===== src/rtl/useq_pkg.sv =====
// Shared encodings and microword layout helpers for the microprogram sequencer.
package useq_pkg;

    // Sequencing operation carried in the top three bits of every microword.
    typedef enum logic [2:0] {
        OP_NEXT     = 3'd0,
        OP_JUMP     = 3'd1,
        OP_CJMP     = 3'd2,
        OP_CALL     = 3'd3,
        OP_RET      = 3'd4,
        OP_DISPATCH = 3'd5,
        OP_CCALL    = 3'd6,
        OP_HALT     = 3'd7
    } next_op_e;

    // Condition selector used by CJMP and CCALL.
    typedef enum logic [2:0] {
        COND_TRUE = 3'd0,
        COND_Z    = 3'd1,
        COND_N    = 3'd2,
        COND_C    = 3'd3,
        COND_V    = 3'd4,
        COND_NZ   = 3'd5,
        COND_NC   = 3'd6,
        COND_IRQ  = 3'd7
    } cond_sel_e;

    // Run/halt state of the sequencer.
    typedef enum logic {
        ST_RUN  = 1'b0,
        ST_HALT = 1'b1
    } seq_state_e;

    // Microword layout, LSB first: ctl, target, cond_sel, next_op.
    localparam int NEXT_OP_W  = 3;
    localparam int COND_SEL_W = 3;
    localparam int SEQ_W      = NEXT_OP_W + COND_SEL_W;
    localparam int CTL_LSB    = 0;

    // Bit positions inside the datapath flag vector {V,C,N,Z}.
    localparam int FLAG_Z = 0;
    localparam int FLAG_N = 1;
    localparam int FLAG_C = 2;
    localparam int FLAG_V = 3;

    function automatic int uwordWidth(input int uaW, input int ctlW);
        return SEQ_W + uaW + ctlW;
    endfunction

    function automatic int targetLsb(input int ctlW);
        return CTL_LSB + ctlW;
    endfunction

    function automatic int condLsb(input int uaW, input int ctlW);
        return CTL_LSB + ctlW + uaW;
    endfunction

    function automatic int opLsb(input int uaW, input int ctlW);
        return CTL_LSB + ctlW + uaW + COND_SEL_W;
    endfunction

    // Resolves the branch condition from the flags present in the fetch cycle.
    function automatic logic evalCond(input cond_sel_e sel, input logic [3:0] flags,
                                      input logic irq);
        logic c;
        case (sel)
            COND_TRUE: c = 1'b1;
            COND_Z:    c = flags[FLAG_Z];
            COND_N:    c = flags[FLAG_N];
            COND_C:    c = flags[FLAG_C];
            COND_V:    c = flags[FLAG_V];
            COND_NZ:   c = ~flags[FLAG_Z];
            COND_NC:   c = ~flags[FLAG_C];
            COND_IRQ:  c = irq;
            default:   c = 1'b0;
        endcase
        return c;
    endfunction

endpackage


===== src/rtl/useq_if.sv =====
// Bundle between the sequencer and its ROMs / datapath.
// master is the sequencer side, slave is the ROM/datapath side.
interface useq_if import useq_pkg::*; #(
    parameter int UA_WIDTH  = 8,
    parameter int CTL_WIDTH = 24
) ();

    localparam int UWORD_W = uwordWidth(UA_WIDTH, CTL_WIDTH);

    logic [UA_WIDTH-1:0]  uaddr;
    logic [UWORD_W-1:0]   uword;
    logic [UA_WIDTH-1:0]  dispatch_addr;
    logic [3:0]           flags;
    logic                 irq;
    logic                 mem_wait;
    logic [CTL_WIDTH-1:0] ctl_out;
    logic                 halted;
    logic                 stack_err;

    modport master (
        output uaddr, ctl_out, halted, stack_err,
        input  uword, dispatch_addr, flags, irq, mem_wait
    );

    modport slave (
        input  uaddr, ctl_out, halted, stack_err,
        output uword, dispatch_addr, flags, irq, mem_wait
    );

endinterface


===== src/rtl/useq_ustack.sv =====
// Circular micro-return stack. A push into a full stack overwrites the
// oldest entry, so the most recent STACK_DEPTH return addresses survive.
// STACK_DEPTH must be a power of two, at least 2.
module ustack #(
    parameter int UA_WIDTH    = 8,
    parameter int STACK_DEPTH = 4
) (
    input  logic                clk,
    input  logic                rst_n,
    input  logic                push_i,
    input  logic                pop_i,
    input  logic [UA_WIDTH-1:0] data_i,
    output logic                full_o,
    output logic                empty_o,
    output logic [UA_WIDTH-1:0] top_o
);

    localparam int PTR_W = $clog2(STACK_DEPTH);
    localparam int CNT_W = PTR_W + 1;
    localparam logic [CNT_W-1:0] DEPTH_CNT = CNT_W'(STACK_DEPTH);

    logic [UA_WIDTH-1:0] mem_q [STACK_DEPTH];
    logic [PTR_W-1:0]    sp_q;
    logic [PTR_W-1:0]    topIdx;
    logic [CNT_W-1:0]    cnt_q;

    assign full_o  = (cnt_q == DEPTH_CNT);
    assign empty_o = (cnt_q == '0);
    assign topIdx  = sp_q - PTR_W'(1);
    assign top_o   = mem_q[topIdx];

    // Pointer/occupancy update; entries are written only outside reset so a
    // call interrupted by reset commits nothing.
    always_ff @(posedge clk or negedge rst_n) begin
        if (!rst_n) begin
            sp_q  <= '0;
            cnt_q <= '0;
        end else if (push_i) begin
            mem_q[sp_q] <= data_i;
            sp_q        <= sp_q + PTR_W'(1);
            if (!full_o) begin
                cnt_q <= cnt_q + CNT_W'(1);
            end
        end else if (pop_i && !empty_o) begin
            sp_q  <= sp_q - PTR_W'(1);
            cnt_q <= cnt_q - CNT_W'(1);
        end
    end

endmodule


===== src/rtl/useq.sv =====
// Microprogram sequencer: holds the micro-PC, decodes the sequencing fields
// of the returned microword, picks the next micro-address with no delay slot
// and registers the control field for the datapath one cycle later.
module useq import useq_pkg::*; #(
    parameter int                  UA_WIDTH    = 8,
    parameter int                  CTL_WIDTH   = 24,
    parameter int                  STACK_DEPTH = 4,
    parameter logic [UA_WIDTH-1:0] RESET_UADDR = '0,
    parameter logic [UA_WIDTH-1:0] IRQ_UADDR   = 8'hF0
) (
    input logic    clk,
    input logic    rst_n,
    useq_if.master bus
);

    localparam int TARGET_LSB = targetLsb(CTL_WIDTH);
    localparam int COND_LSB   = condLsb(UA_WIDTH, CTL_WIDTH);
    localparam int OP_LSB     = opLsb(UA_WIDTH, CTL_WIDTH);

    logic [UA_WIDTH-1:0]  uaddr_q, uaddr_d;
    logic [CTL_WIDTH-1:0] ctl_q, ctl_d;
    seq_state_e           state_q, state_d;
    logic                 stackErr_q, stackErr_d;

    next_op_e             op;
    cond_sel_e            condSel;
    logic [UA_WIDTH-1:0]  target;
    logic [CTL_WIDTH-1:0] ctlField;
    logic [UA_WIDTH-1:0]  uaddrInc;
    logic                 condTrue;

    logic                 push;
    logic                 pop;
    logic                 stkFull;
    logic                 stkEmpty;
    logic [UA_WIDTH-1:0]  stkTop;

    assign op       = next_op_e'(bus.uword[OP_LSB +: NEXT_OP_W]);
    assign condSel  = cond_sel_e'(bus.uword[COND_LSB +: COND_SEL_W]);
    assign target   = bus.uword[TARGET_LSB +: UA_WIDTH];
    assign ctlField = bus.uword[CTL_LSB +: CTL_WIDTH];
    assign uaddrInc = uaddr_q + UA_WIDTH'(1);
    assign condTrue = evalCond(condSel, bus.flags, bus.irq);

    ustack #(
        .UA_WIDTH    (UA_WIDTH),
        .STACK_DEPTH (STACK_DEPTH)
    ) u_stack (
        .clk     (clk),
        .rst_n   (rst_n),
        .push_i  (push),
        .pop_i   (pop),
        .data_i  (uaddrInc),
        .full_o  (stkFull),
        .empty_o (stkEmpty),
        .top_o   (stkTop)
    );

    // Next-address, control and halt selection; a stall freezes everything.
    always_comb begin
        uaddr_d    = uaddr_q;
        ctl_d      = ctl_q;
        state_d    = state_q;
        stackErr_d = stackErr_q;
        push       = 1'b0;
        pop        = 1'b0;
        if (!bus.mem_wait) begin
            if (state_q == ST_HALT) begin
                ctl_d = '0;
                if (bus.irq) begin
                    uaddr_d = IRQ_UADDR;
                    state_d = ST_RUN;
                end
            end else begin
                ctl_d = ctlField;
                case (op)
                    OP_NEXT:     uaddr_d = uaddrInc;
                    OP_JUMP:     uaddr_d = target;
                    OP_CJMP:     uaddr_d = condTrue ? target : uaddrInc;
                    OP_CALL: begin
                        push    = 1'b1;
                        uaddr_d = target;
                    end
                    OP_RET: begin
                        pop     = 1'b1;
                        uaddr_d = stkEmpty ? RESET_UADDR : stkTop;
                    end
                    OP_DISPATCH: uaddr_d = bus.dispatch_addr;
                    OP_CCALL: begin
                        push    = condTrue;
                        uaddr_d = condTrue ? target : uaddrInc;
                    end
                    OP_HALT: begin
                        state_d = ST_HALT;
                        ctl_d   = '0;
                    end
                    default:     uaddr_d = uaddrInc;
                endcase
                stackErr_d = stackErr_q | (push & stkFull) | (pop & stkEmpty);
            end
        end
    end

    // Micro-PC, control register, run/halt state and sticky stack error.
    always_ff @(posedge clk or negedge rst_n) begin
        if (!rst_n) begin
            uaddr_q    <= RESET_UADDR;
            ctl_q      <= '0;
            state_q    <= ST_RUN;
            stackErr_q <= 1'b0;
        end else begin
            uaddr_q    <= uaddr_d;
            ctl_q      <= ctl_d;
            state_q    <= state_d;
            stackErr_q <= stackErr_d;
        end
    end

    assign bus.uaddr     = uaddr_q;
    assign bus.ctl_out   = ctl_q;
    assign bus.halted    = (state_q == ST_HALT);
    assign bus.stack_err = stackErr_q;

endmodule


===== src/flat_wrapper.sv =====
// flat-port wrapper written by rule: the top's interface ports become plain ports
module useq_flat import useq_pkg::*;
#(
    parameter int                  UA_WIDTH    = 8,
    parameter int                  CTL_WIDTH   = 24,
    parameter int                  STACK_DEPTH = 4,
    parameter logic [UA_WIDTH-1:0] RESET_UADDR = '0,
    parameter logic [UA_WIDTH-1:0] IRQ_UADDR   = 8'hF0
)
  (clk, rst_n, bus_uaddr, bus_ctl_out, bus_halted, bus_stack_err, bus_uword, bus_dispatch_addr, bus_flags, bus_irq, bus_mem_wait);
  useq_if #(.UA_WIDTH(UA_WIDTH), .CTL_WIDTH(CTL_WIDTH)) bus_i ();
  input logic clk;
  input logic rst_n;
  output wire logic [$bits(bus_i.uaddr)-1:0] bus_uaddr;
  output wire logic [$bits(bus_i.ctl_out)-1:0] bus_ctl_out;
  output wire logic [$bits(bus_i.halted)-1:0] bus_halted;
  output wire logic [$bits(bus_i.stack_err)-1:0] bus_stack_err;
  input wire logic [$bits(bus_i.uword)-1:0] bus_uword;
  input wire logic [$bits(bus_i.dispatch_addr)-1:0] bus_dispatch_addr;
  input wire logic [$bits(bus_i.flags)-1:0] bus_flags;
  input wire logic [$bits(bus_i.irq)-1:0] bus_irq;
  input wire logic [$bits(bus_i.mem_wait)-1:0] bus_mem_wait;
  assign bus_uaddr = bus_i.uaddr;
  assign bus_ctl_out = bus_i.ctl_out;
  assign bus_halted = bus_i.halted;
  assign bus_stack_err = bus_i.stack_err;
  assign bus_i.uword = bus_uword;
  assign bus_i.dispatch_addr = bus_dispatch_addr;
  assign bus_i.flags = bus_flags;
  assign bus_i.irq = bus_irq;
  assign bus_i.mem_wait = bus_mem_wait;
  useq #(.UA_WIDTH(UA_WIDTH), .CTL_WIDTH(CTL_WIDTH), .STACK_DEPTH(STACK_DEPTH), .RESET_UADDR(RESET_UADDR), .IRQ_UADDR(IRQ_UADDR)) u_core (.clk(clk), .rst_n(rst_n), .bus(bus_i));
endmodule

===== config.mk =====
export PLATFORM = sky130hd
export DESIGN_NAME = useq_flat
export DESIGN_NICKNAME = d
export VERILOG_FILES = /design/src/rtl/useq_pkg.sv /design/src/rtl/useq_if.sv /design/src/rtl/useq_ustack.sv /design/src/rtl/useq.sv /design/src/flat_wrapper.sv
export SDC_FILE = /design/constraint.sdc
export NUM_CORES = 1
export LEC_CHECK = 0
export CAP_MARGIN = 15
export CELL_PAD_IN_SITES_DETAIL_PLACEMENT = 0
export CELL_PAD_IN_SITES_GLOBAL_PLACEMENT = 2
export CORE_MARGIN = 2
export CORE_UTILIZATION = 40
export DETAILED_ROUTE_END_ITERATION = 10
export DONT_BUFFER_PORTS = 1
export PLACE_DENSITY = 0.8
export SETUP_SLACK_MARGIN = 0.15
export SYNTH_ARGS = -nofsm -noshare
export SYNTH_HDL_FRONTEND = slang
export SYNTH_HIERARCHICAL = 1
export SYNTH_SLANG_ARGS = --single-unit

===== constraint.sdc =====
create_clock -name clk -period 2.3 [get_ports clk]
set_input_delay 0.23 -clock clk [delete_from_list [all_inputs] [get_ports clk]]
set_output_delay 0.23 -clock clk [all_outputs]
set_load 0.05 [all_outputs]

Word-level counts from Yosys, hierarchy flattened
Memories as Yosys holds them, arrays and structs flattened.
Cells that the tools add are included.
{"block": "totals", "mem_count": 1, "ramBits": 32, "reg_bits": 39, "in_bits": 54}
{"block": "op_classes", "n_bitwise": 8, "mux": 28, "n_addsub": 5, "reduce_logical": 13, "n_eq_ne": 17}
{"name": "u_core.u_stack.mem_q", "depth": 4, "width": 8, "read_ports": 1, "rd_clocked_by_memory_dff": 0, "wr": 1, "line_no": "useq_ustack.sv:22", "rtl": "logic [UA_WIDTH-1:0] mem_q [STACK_DEPTH];"}
{"op": "two-way mux 24 bit", "count": 2}
{"op": "one-hot mux 8 bit (5 select lines)", "count": 1}
{"op": "two-way mux 8 bit", "count": 4}
{"op": "== test 3 bit, second input constant", "count": 9}
{"op": "two-way mux 1 bit", "count": 14}
{"op": "== test 3 x 2 -> 1 bit, second input constant", "count": 4}
{"op": "logical NOT 3 bit", "count": 3}
{"op": "two-way mux 3 bit", "count": 3}
{"op": "adder 8 x 1 -> 8 bit, second input constant", "count": 1}
{"op": "one-hot mux 1 bit (8 select lines)", "count": 1}
{"op": "== test 3 x 1 -> 1 bit, second input constant", "count": 2}
{"op": "nonzero test 6 bit", "count": 1}
{"op": "two-way mux 2 bit", "count": 2}
{"op": "inequality test 2 bit, second input constant", "count": 2}
{"op": "NOT 1 bit", "count": 4}
{"op": "AND reduction 2 bit", "count": 2}
{"op": "OR reduction 2 bit", "count": 2}
{"op": "adder 3 x 1 -> 3 bit, second input constant", "count": 1}
{"op": "AND reduction 3 bit", "count": 1}
{"op": "subtractor 3 x 1 -> 3 bit, second input constant", "count": 1}
{"op": "adder 2 x 1 -> 2 bit, second input constant", "count": 1}
{"op": "AND 1 bit", "count": 2}
{"op": "logical AND 1 bit", "count": 2}
{"op": "OR 1 bit", "count": 2}
{"op": "other kinds (4)", "count": 4}

Longest topological paths before layout
Gate-level depths: netlist of the first run.
{"block": "logic_depth", "depth_word": 10, "depth_mapped": 9, "mapped_depth_nobuf": 9}

Cells and area by module
The synthesis of the first run kept the hierarchy.
{"module": "useq", "cells_per_inst": 197, "area_per_inst_um2": 1923.1, "n_inst": 1}
{"module": "ustack", "cells_per_inst": 84, "area_per_inst_um2": 1566.5, "n_inst": 1}

Worst setup path before layout of the first run
OpenSTA, ideal clock, no wires.
{"block": "synth_path", "path_type": "in2reg", "startpoint": "in bus_uword[33]", "endpoint": "reg u_core.u_stack.cnt_q[1]", "arrival_time_ns": 2.218, "path_stages": 9, "setup_slack_ns": -0.021, "path_cell_list": "nand2b_2 a311oi_1 o211ai_1 a21oi_1 inv_1 fa_1 inv_1 o21a_1 a221oi_1"}
{"block": "synth_via", "elab_chain_len": 9}
{"item": "start, declared", "line_no": "flat_wrapper.sv:18", "rtl": "input wire logic [$bits(bus_i.uword)-1:0] bus_uword;"}
{"item": "== test 3 bit (tied with other cells)", "line_no": "useq_pkg.sv:66", "rtl": "case (sel)"}
{"item": "one-hot mux 1 bit (8 select lines) *", "line_no": "useq_pkg.sv:66"}
{"item": "one-hot mux 1 bit (2 select lines) *", "line_no": "useq.sv:76", "rtl": "case (op)"}
{"item": "two-way mux 1 bit *", "line_no": "useq.sv:68", "rtl": "if (state_q == ST_HALT) begin"}
{"item": "two-way mux 1 bit *", "line_no": "useq.sv:67", "rtl": "if (!bus.mem_wait) begin"}
{"item": "two-way mux 1 bit *", "line_no": "useq.sv:68"}
{"item": "two-way mux 1 bit *", "line_no": "useq.sv:67"}
{"item": "via u_core.push", "line_no": "useq.sv:32", "rtl": "logic push;"}
{"item": "inequality test 2 bit (no line) or nonzero test 2 bit (tied branches)"}
{"item": "AND reduction 2 bit (no line)"}
{"item": "end signal, assigned", "line_no": "useq_ustack.sv:42", "rtl": "cnt_q <= cnt_q + CNT_W'(1);"}
{"item": "end signal, assigned", "line_no": "useq_ustack.sv:46", "rtl": "cnt_q <= cnt_q - CNT_W'(1);"}
{"item": "end, declared", "line_no": "useq_ustack.sv:25", "rtl": "logic [CNT_W-1:0] cnt_q;"}
Mark *: on every way through the listed nets, which the timed path passes. The rest lies on a longest branch. The select of a mux whose other input is x is not followed.
A chain may end at the register's enable or synchronous reset.

Worst setup path after layout of the first run
{"block": "layout_path", "startpoint": "reg u_core.state_q (netlist: u_core/bus.halted)", "endpoint": "reg u_core.u_stack.cnt_q[1]"}
{"item": "start, declared", "line_no": "useq.sv:22", "rtl": "seq_state_e state_q, state_d;"}
{"item": "start signal, assigned", "line_no": "useq.sv:114", "rtl": "state_q <= state_d;"}
{"item": "two-way mux 1 bit *", "line_no": "useq.sv:68"}
{"item": "two-way mux 1 bit *", "line_no": "useq.sv:67"}
{"item": "via u_core.push", "line_no": "useq.sv:32"}
{"item": "inequality test 2 bit (no line) or nonzero test 2 bit (tied branches)"}
{"item": "AND reduction 2 bit (no line)"}
Mark *: on every way through the listed nets, which the timed path passes. The rest lies on a longest branch.

==> results of run 1 <==
-- worst register-to-register path, stage by stage, from the launching register on --
cell and delay [ns]:
dfrtp_1 0.40, nor2_2 0.15, nand2_1 0.08, a21oi_2 0.16, inv_2 0.09, fa_1 0.53
inv_1 0.05, o21a_1 0.17, a221oi_1 0.20
-- flip-flops by register name (all words and copies together), names as in the netlist --
signal / cells
u_core/bus.stack_err: 1
u_core/bus.uaddr: 8
u_core/u_stack/cnt_q: 3
u_core/bus.halted: 1
u_core/u_stack/mem_q: 32
u_core/u_stack/sp_q: 2
u_core/bus.ctl_out: 24
-- cells in the final DEF, fill, tap and decap left out, types with 5 or more instances in the layout --
| cell | count |
|---|---|
| a21oi_1 | 17 |
| o211ai_1 | 6 |
| dfrtp_1 | 39 |
| nor2b_1 | 8 |
| mux4_2 | 8 |
| a22o_1 | 24 |
| nand2_1 | 12 |
| xnor2_1 | 5 |
| o21ai_0 | 13 |
| nand2b_1 | 5 |
| buf_4 | 19 |
| nor2_1 | 9 |
| clkbuf_8 | 9 |
| dlygate4sd3_1 | 19 |
| inv_1 | 11 |
| edfxtp_1 | 32 |
| and3_1 | 6 |
| a31oi_1 | 6 |
-- power breakdown --
part	total (W)	internal [W]	switching, W	leakage, nW
Sequential	0.00195	0.00157	0.000381	0.779
Combinational	0.00148	0.000620	0.000859	0.724
Clock	0.000962	0.000413	0.000549	0.0931
Total	0.00439	0.00260	0.00179	1.60
-- cell families (layout without fill, tap and decap cells) --
| logic type | after synthesis | after routing | share of synthesized area, % |
|---|---|---|---|
| flip-flops | 71 | 71 | 55.5 |
| AND/OR/NAND/NOR | 61 | 61 | 10.2 |
| buffers and inverters | 28 | 67 | 4.02 |
| AO/OA/AOI/OAI | 96 | 96 | 19.6 |
| multiplexers | 12 | 12 | 6.49 |
| XOR/XNOR | 7 | 7 | 1.76 |
| adder cells (fa/ha/maj) | 6 | 6 | 2.37 |
-- final timing paths --
kind	startpoint	endpoint	slack (ns)	cells after the start
worst max-delay path	u_core/bus.halted	u_core/u_stack/cnt_q[1]	0.38	8
worst min register to register	u_core/u_stack/cnt_q[0]	u_core/u_stack/cnt_q[0]	0.65	2
min in group asynchronous	rst_n	u_core/bus.stack_err	0.35	2
worst max register to register	u_core/bus.halted	u_core/u_stack/cnt_q[1]	0.38	8
worst min-delay path	bus_uword[11]	u_core/bus.ctl_out[11]	0.009	1
max in group asynchronous	rst_n	u_core/bus.uaddr[4]	1.75	2
-- final cells by class --
class                   instances  share of cell area, %
inverters                      12                   1.10
repair buffers                 39                   8.61
flip-flops and latches         71                   47.3
clock buffers                   9                   3.02
well taps                     108                   3.30
multi-input cells             182                   35.3
clock inverters                 7                   1.47
-- repair_timing --
| item | CTS | global route |
|---|---|---|
| setup endpoints to repair | 0 | 3 |
| hold buffers | 11 | 9 |
| endpoints found under the hold margin | 48 | 10 |
| setup buffers | 0 | 0 |
| gates resized for setup | 0 | 3 |
-- metrics by stage --
| stage | hold slack [ns] | cell area, µm² | setup WS [ns] | util, % |
|---|---|---|---|---|
| 3_3_place_gp | -0.0647 | 3690 | 0.133 | 42.9 |
| 6_report | 0.00896 | 4100 | 0.384 | 47.7 |
| 4_1_cts | 0.000421 | 3990 | 0.232 | 46.5 |
| 3_5_place_dp | -0.0646 | 3690 | 0.0900 | 42.9 |
| 2_1_floorplan | -0.0656 | 3510 | 0.157 | - |
| 5_1_grt | -0.00229 | 4100 | 0.188 | 47.7 |
-- metal layers --
layer	vias to the layer above	GRT usage, %
met1	1239	25.6
met2	79	28.6
met4	0	5.02
met5	-	0
li1	1155	-
met3	10	5.47
==> key figures, run 1 <==
Synthesis
  • Sequential-to-total area share from yosys stat: 55.5%
  • Number of synthesized flops with an enable pin: 32
  • Syn nets: 341
  • Distinct cells, synth: 58
  • Most frequent cell after synthesis: dfrtp_1
  • Synth Flop Type: dfrtp_1
  • Most instantiated cells after synthesis: dfrtp_1 (39), edfxtp_1 (32), a22o_1 (24), a21oi_1 (18), o21ai_0 (13)
  • Yosys warns: 6
  • Post-synthesis cell count: 281
  • Synth top area cells: dfrtp_1 (28%), edfxtp_1 (28%), a22o_1 (6.0%)
  • Yosys top cell by area: dfrtp_1
  • Area fraction of the dominant cell type after synthesis: 28.0%
  • Synth async-reset ratio: 54.9%
  • Avg Inst Size Synth: 12.4 µm²
  • Synth Cell Area: 3490 µm²
  • Seq cells post-synth: 71

Power and ir drop
  • PwrDens: 1070 nW/µm²
  • LEAKAGE: 1.60 nW
  • VDD IR-drop max: 0.465 mV
  • Overall power: 0.00439 W

Worst setup path
  • Slowest cell on crit path: fa_1
  • Worst Path Buf+Inv: 2
  • Critical Path RT: 2.55 ns
  • Worst Path Arrival: 2.17 ns
  • Setup crit end kind: flip-flop
  • Startpoint types: flip-flop
  • Crit Path Category: flip-flop to flip-flop
  • Crit Path Max Fanout: 4
  • Slowest stage delay, CP: 0.53 ns
  • Top cell family by delay on the critical path: compound AO/OA/AOI/OAI gates
  • CP cell instances: nor2_2 -> nand2_1 -> a21oi_2 -> inv_2 -> fa_1 -> inv_1 -> o21a_1 -> a221oi_1

Floorplan
  • Core ar.: 8590 µm²
  • Die Span Y: 97.4 µm
  • Die ar.: 9490 µm²
  • Boundary pin count: 88
  • Starting Density: 40.6%
  • Chip Width: 97.4 µm
  • Row count: 34

Routing
  • Drt first pass iters: 4
  • 1st-iter DRT viols: 154
  • DRT antenna net count: 0
  • Vias after detailed routing: 2483
  • Metal3 WL: 499 µm
  • Routed len/inst: 20.6 µm
  • Drt total wl: 8830 µm
  • Detailed-route DRC error count: 0
  • Met2 Wirelength: 4320 µm
  • Via/cell ratio: 5.80
  • Top sig layer: met4
  • M1 WL: 3920 µm

Clock tree
  • H-tree Lvls: 3
  • CTS Root Cell: clkbuf_8
  • Max clock buf depth: 2
  • Clk slew on worst S/H paths: 0.09 ns
  • TritonCTS sink count: 71
  • CTS Buf Count: 9
  • CTS tree: built
  • Worst-Skew Late Latency: 0.35 ns

Placed design
  • Final Wtd Congestion: 0.771
  • PortBufs: 0
  • Hpwl dp: 6080 µm
  • Placed Cells: 392

Timing
  • Crit share post-route: 83.3%
  • Max-slew violations: 0
  • Rel. slew slack: 41.0%
  • Worst-Margin Slew: 0.882 ns
  • Min cycle time layout: 1.92 ns
  • Final setup fails: 0
  • Post-route setup TNS: 0 ns
  • Final Skew: 0.00890 ns
  • F_max: 522 MHz
  • Final hold vios: 0
  • Unrepaired setup endpoints after global routing: false

Finish
  • Share of cells above drive strength 1: 18.4%
  • Area Overhead vs Synth: 17.5%
  • Sequential cell area: 1940 µm²
  • Antenna diode count: 0
  • Non-filler instance count after layout: 428
  • Nets: 375
  • Area of the multi-input gates: 1450 µm²
  • # fillers: 789

GRT
  • Total grt overflow: 0
  • Number of global-route vias before repair: 2416
  • Initial antenna violation count: 0
  • First-pass GRT wire length: 13600 µm
  • Largest net degree at the start of global routing: 40
  • Overall global routing resource usage: 18.5%

Outcome
  • Run status: complete, no violations

Hold path
  • Min-Delay Path Class: primary input to flip-flop

Run
  • Max cap viols: 0
Power figures use the tool's default switching activity.
==> inputs of run 2 (changes only) <==
--- a/config.mk
+++ b/config.mk
@@ -9,10 +9,10 @@
 export CELL_PAD_IN_SITES_DETAIL_PLACEMENT = 0
 export CELL_PAD_IN_SITES_GLOBAL_PLACEMENT = 2
 export CORE_MARGIN = 2
-export CORE_UTILIZATION = 40
+export CORE_UTILIZATION = 37
 export DETAILED_ROUTE_END_ITERATION = 10
 export DONT_BUFFER_PORTS = 1
-export PLACE_DENSITY = 0.8
+export PLACE_DENSITY = 0.78
 export SETUP_SLACK_MARGIN = 0.15
 export SYNTH_ARGS = -nofsm -noshare
 export SYNTH_HDL_FRONTEND = slang
==> constraint.sdc (replaced) <==
create_clock -name clk -period 1.7 [get_ports clk]
set_input_delay 0.17 -clock clk [delete_from_list [all_inputs] [get_ports clk]]
set_output_delay 0.17 -clock clk [all_outputs]
set_load 0.05 [all_outputs]
==> run 2 against run 1 <==
  * Final cell count rose by 9.3%
  * The run now ends with negative setup slack left
  * Highest routed layer unchanged
  * Clock power rose by 32%
  * Critical path depth fell by 2
  * Largest cell class unchanged
  * Sequential share of layout area fell by 4.3 points
  * Fmax rose by 7.4%
  * Largest power group is now combinational logic
  * Clock skew rose by 0.0025 ns
  * Hold slack improved by 0.031 ns
==> key figures, run 2 (same netlist as run 1, synthesis figures left out) <==
Worst setup path
  • Worst Path Arrival: 2.00 ns (-0.17 ns)
  • Slowest stage delay, CP: 0.41 ns (-0.12 ns)
  • Startpoint types: flip-flop
  • Slowest cell on crit path: dfrtp_2
  • Critical Path RT: 1.92 ns (-0.63 ns)
  • Top cell family by delay on the critical path: compound AO/OA/AOI/OAI gates
  • Setup crit end kind: flip-flop
  • CP cell instances: inv_4 -> ha_4 -> mux4_2 -> a21oi_2 -> o21ai_1 -> a211o_1
  • Crit Path Category: flip-flop to flip-flop
  • Crit Path Max Fanout: 5 (+1)
  • Worst Path Buf+Inv: 1 (-1)
  • R2R setup slack: -0.08 ns (-0.47 ns)

Hold path
  • Min-Delay Path Class: primary input to flip-flop

Placed design
  • PortBufs: 0 (unchanged)
  • Hpwl dp: 6470 µm (+6.3%)
  • Final Wtd Congestion: 0.834 (+8.2%)

Timing
  • Post-route setup TNS: -0.306 ns (-0.306 ns)
  • Crit share post-route: 105% (+22 points)
  • Final worst setup slack: -0.0843 ns (-0.469 ns)
  • Min cycle time layout: 1.78 ns (-0.131 ns)
  • F_max: 560 MHz (+7.4%)
  • Final hold vios: 0 (unchanged)
  • Rel. slew slack: 40.9% (-0.096 points)
  • Final setup fails: 7 (+7)
  • Final Skew: 0.0114 ns (+0.00248 ns)
  • Unrepaired setup endpoints after global routing: true
  • Max-slew violations: 0 (unchanged)
  • Worst-Margin Slew: 0.883 ns (+0.000829 ns)

Outcome
  • Violated checks: negative setup slack
  • Run status: complete, but fails checks

Floorplan
  • Die Span Y: 101 µm (+3.8%)
  • Row count: 35 (+2.9%)
  • Chip Width: 101 µm (+3.8%)
  • Starting Density: 37.9% (-2.7 points)
  • Boundary pin count: 88 (unchanged)
  • Core ar.: 9200 µm² (+7.0%)
  • Die ar.: 10200 µm² (+7.8%)

Finish
  • Area Overhead vs Synth: 29.6%
  • Most common cell after layout, fill and taps aside: buf_4
  • Share of cells above drive strength 1: 30.0% (+12 points)
  • Nets: 412 (+9.9%)
  • # fillers: 819 (+3.8%)
  • Util after Layout: 49.2% (+1.5 points)
  • Area of the multi-input gates: 1530 µm² (+6.0%)
  • Biggest register: u_core/u_stack/mem_q
  • Antenna diode count: 0 (unchanged)
  • Sequential cell area: 1940 µm² (+0.32%)
  • Max reg flops: 32 (unchanged)
  • Most frequent cells in the layout: buf_4 (46), dfrtp_1 (34), edfxtp_1 (32), dlygate4sd3_1 (26), a22o_1 (24)

Clock tree
  • H-tree Lvls: 3 (unchanged)
  • Max clock buf depth: 2 (unchanged)
  • CTS tree: built
  • Worst-Skew Late Latency: 0.34 ns (about the same)
  • Clk slew on worst S/H paths: 0.09 ns (about the same)
  • TritonCTS sink count: 71 (unchanged)
  • CTS Buf Count: 9 (unchanged)
  • CTS Root Cell: clkbuf_8

Routing
  • Drt total wl: 8950 µm (+1.4%)
  • DRT antenna net count: 0 (unchanged)
  • Routed len/inst: 19.1 µm (-7.3%)
  • Drt first pass iters: 5 (+1)
  • Vias after detailed routing: 2568 (+3.4%)
  • Detailed-route DRC error count: 0 (unchanged)
  • 1st-iter DRT viols: 116 (-25%)
  • Via/cell ratio: 5.49 (-5.4%)

GRT
  • First-pass GRT wire length: 14300 µm (+5.5%)
  • Initial antenna violation count: 0 (unchanged)
  • Overall global routing resource usage: 18.4% (-0.11 points)
  • Total grt overflow: 0 (unchanged)
  • Largest net degree at the start of global routing: 40 (unchanged)
  • Number of global-route vias before repair: 2640 (+9.3%)

Run
  • Max cap viols: 0 (unchanged)

Power and ir drop
  • LEAKAGE: 1.80 nW (+13%)
  • PwrDens: 1440 nW/µm² (+35%)
  • VDD IR-drop max: 0.611 mV (+31%)
## run 2: changes by cell type in the layout (fill, tap and decap cells not counted), sizes merged
cell | previous run | this run
buf | 20 | 50
dlygate4sd3 | 19 | 26
clkinv | 1 | 2
clkinvlp | 1 | 0
## run 2: worst paths after layout
path	depth (start not counted)	start	end
min in group asynchronous	2	rst_n	u_core/u_stack/sp_q[1]
setup reg to reg	6	u_core/u_stack/sp_q[0]	u_core/bus.uaddr[2]
setup / recovery	6	u_core/u_stack/sp_q[0]	u_core/bus.uaddr[2]
hold / removal	2	bus_uword[31]	u_core/bus.uaddr[7]
max in group asynchronous	2	rst_n	u_core/bus.halted
hold reg to reg	2	u_core/u_stack/cnt_q[0]	u_core/u_stack/cnt_q[0]
## run 2: layout make-up
| cell class | count | area share (%) |
|---|---|---|
| Clock buffer | 9 | 2.74 |
| Clock inverter | 7 | 1.36 |
| Inverter | 12 | 1.05 |
| Multi-Input combinational cell | 182 | 33.9 |
| Sequential cell | 71 | 43.0 |
| Tap cell | 111 | 3.07 |
| Timing Repair Buffer | 76 | 15.0 |
## run 2: timing repair
action | 4_1_cts | 5_1_grt
setup buffers | 1 | 2
setup endpoints to repair | 42 | 48
gates resized for setup | 10 | 4
endpoints found under the hold margin | 64 | 0
pin swaps | 8 | 3
hold buffers | 27 | 0
gates cloned | 0 | 0
## run 2: power by group
part / internal (W) / leakage, nW / switching, W
registers: 0.00213 / 0.773 / 0.000471
clock network: 0.000561 / 0.0971 / 0.000714
logic: 0.00131 / 0.926 / 0.00135
## run 2: layer usage
metal / GRT usage (%) / wire, µm / vias to the layer above
li1: - / - / 1230
met4: 5.51 / 129 / 0
met5: 0 / 0 / -
met2: 29.6 / 4370 / 67
met3: 4.30 / 492 / 9
met1: 24.9 / 3950 / 1262
## run 2: per-stage QoR
stage               worst slack [ns]  hold WS, ns  instances  instance area (µm²)  power [W]
CTS                          -0.0962       0.0291        466                 4490    0.00652
detailed placement            -0.294       -0.125        422                 3980    0.00509
finish                       -0.0843       0.0400        468                 4520    0.00653
floorplan                     -0.249       -0.126        281                 3570    0.00412
global placement              -0.201       -0.125        422                 3980    0.00506
global route                  -0.169       0.0408        468                 4520    0.00689
==> inputs of run 3 (changes only) <==
--- a/config.mk
+++ b/config.mk
@@ -5,7 +5,7 @@
 export SDC_FILE = /design/constraint.sdc
 export NUM_CORES = 1
 export LEC_CHECK = 0
-export CAP_MARGIN = 15
+export CAP_MARGIN = 10
 export CELL_PAD_IN_SITES_DETAIL_PLACEMENT = 0
 export CELL_PAD_IN_SITES_GLOBAL_PLACEMENT = 2
 export CORE_MARGIN = 2
==> results of run 3 <==
No change in the layout: final DEF, timing and power equal those of run 2.
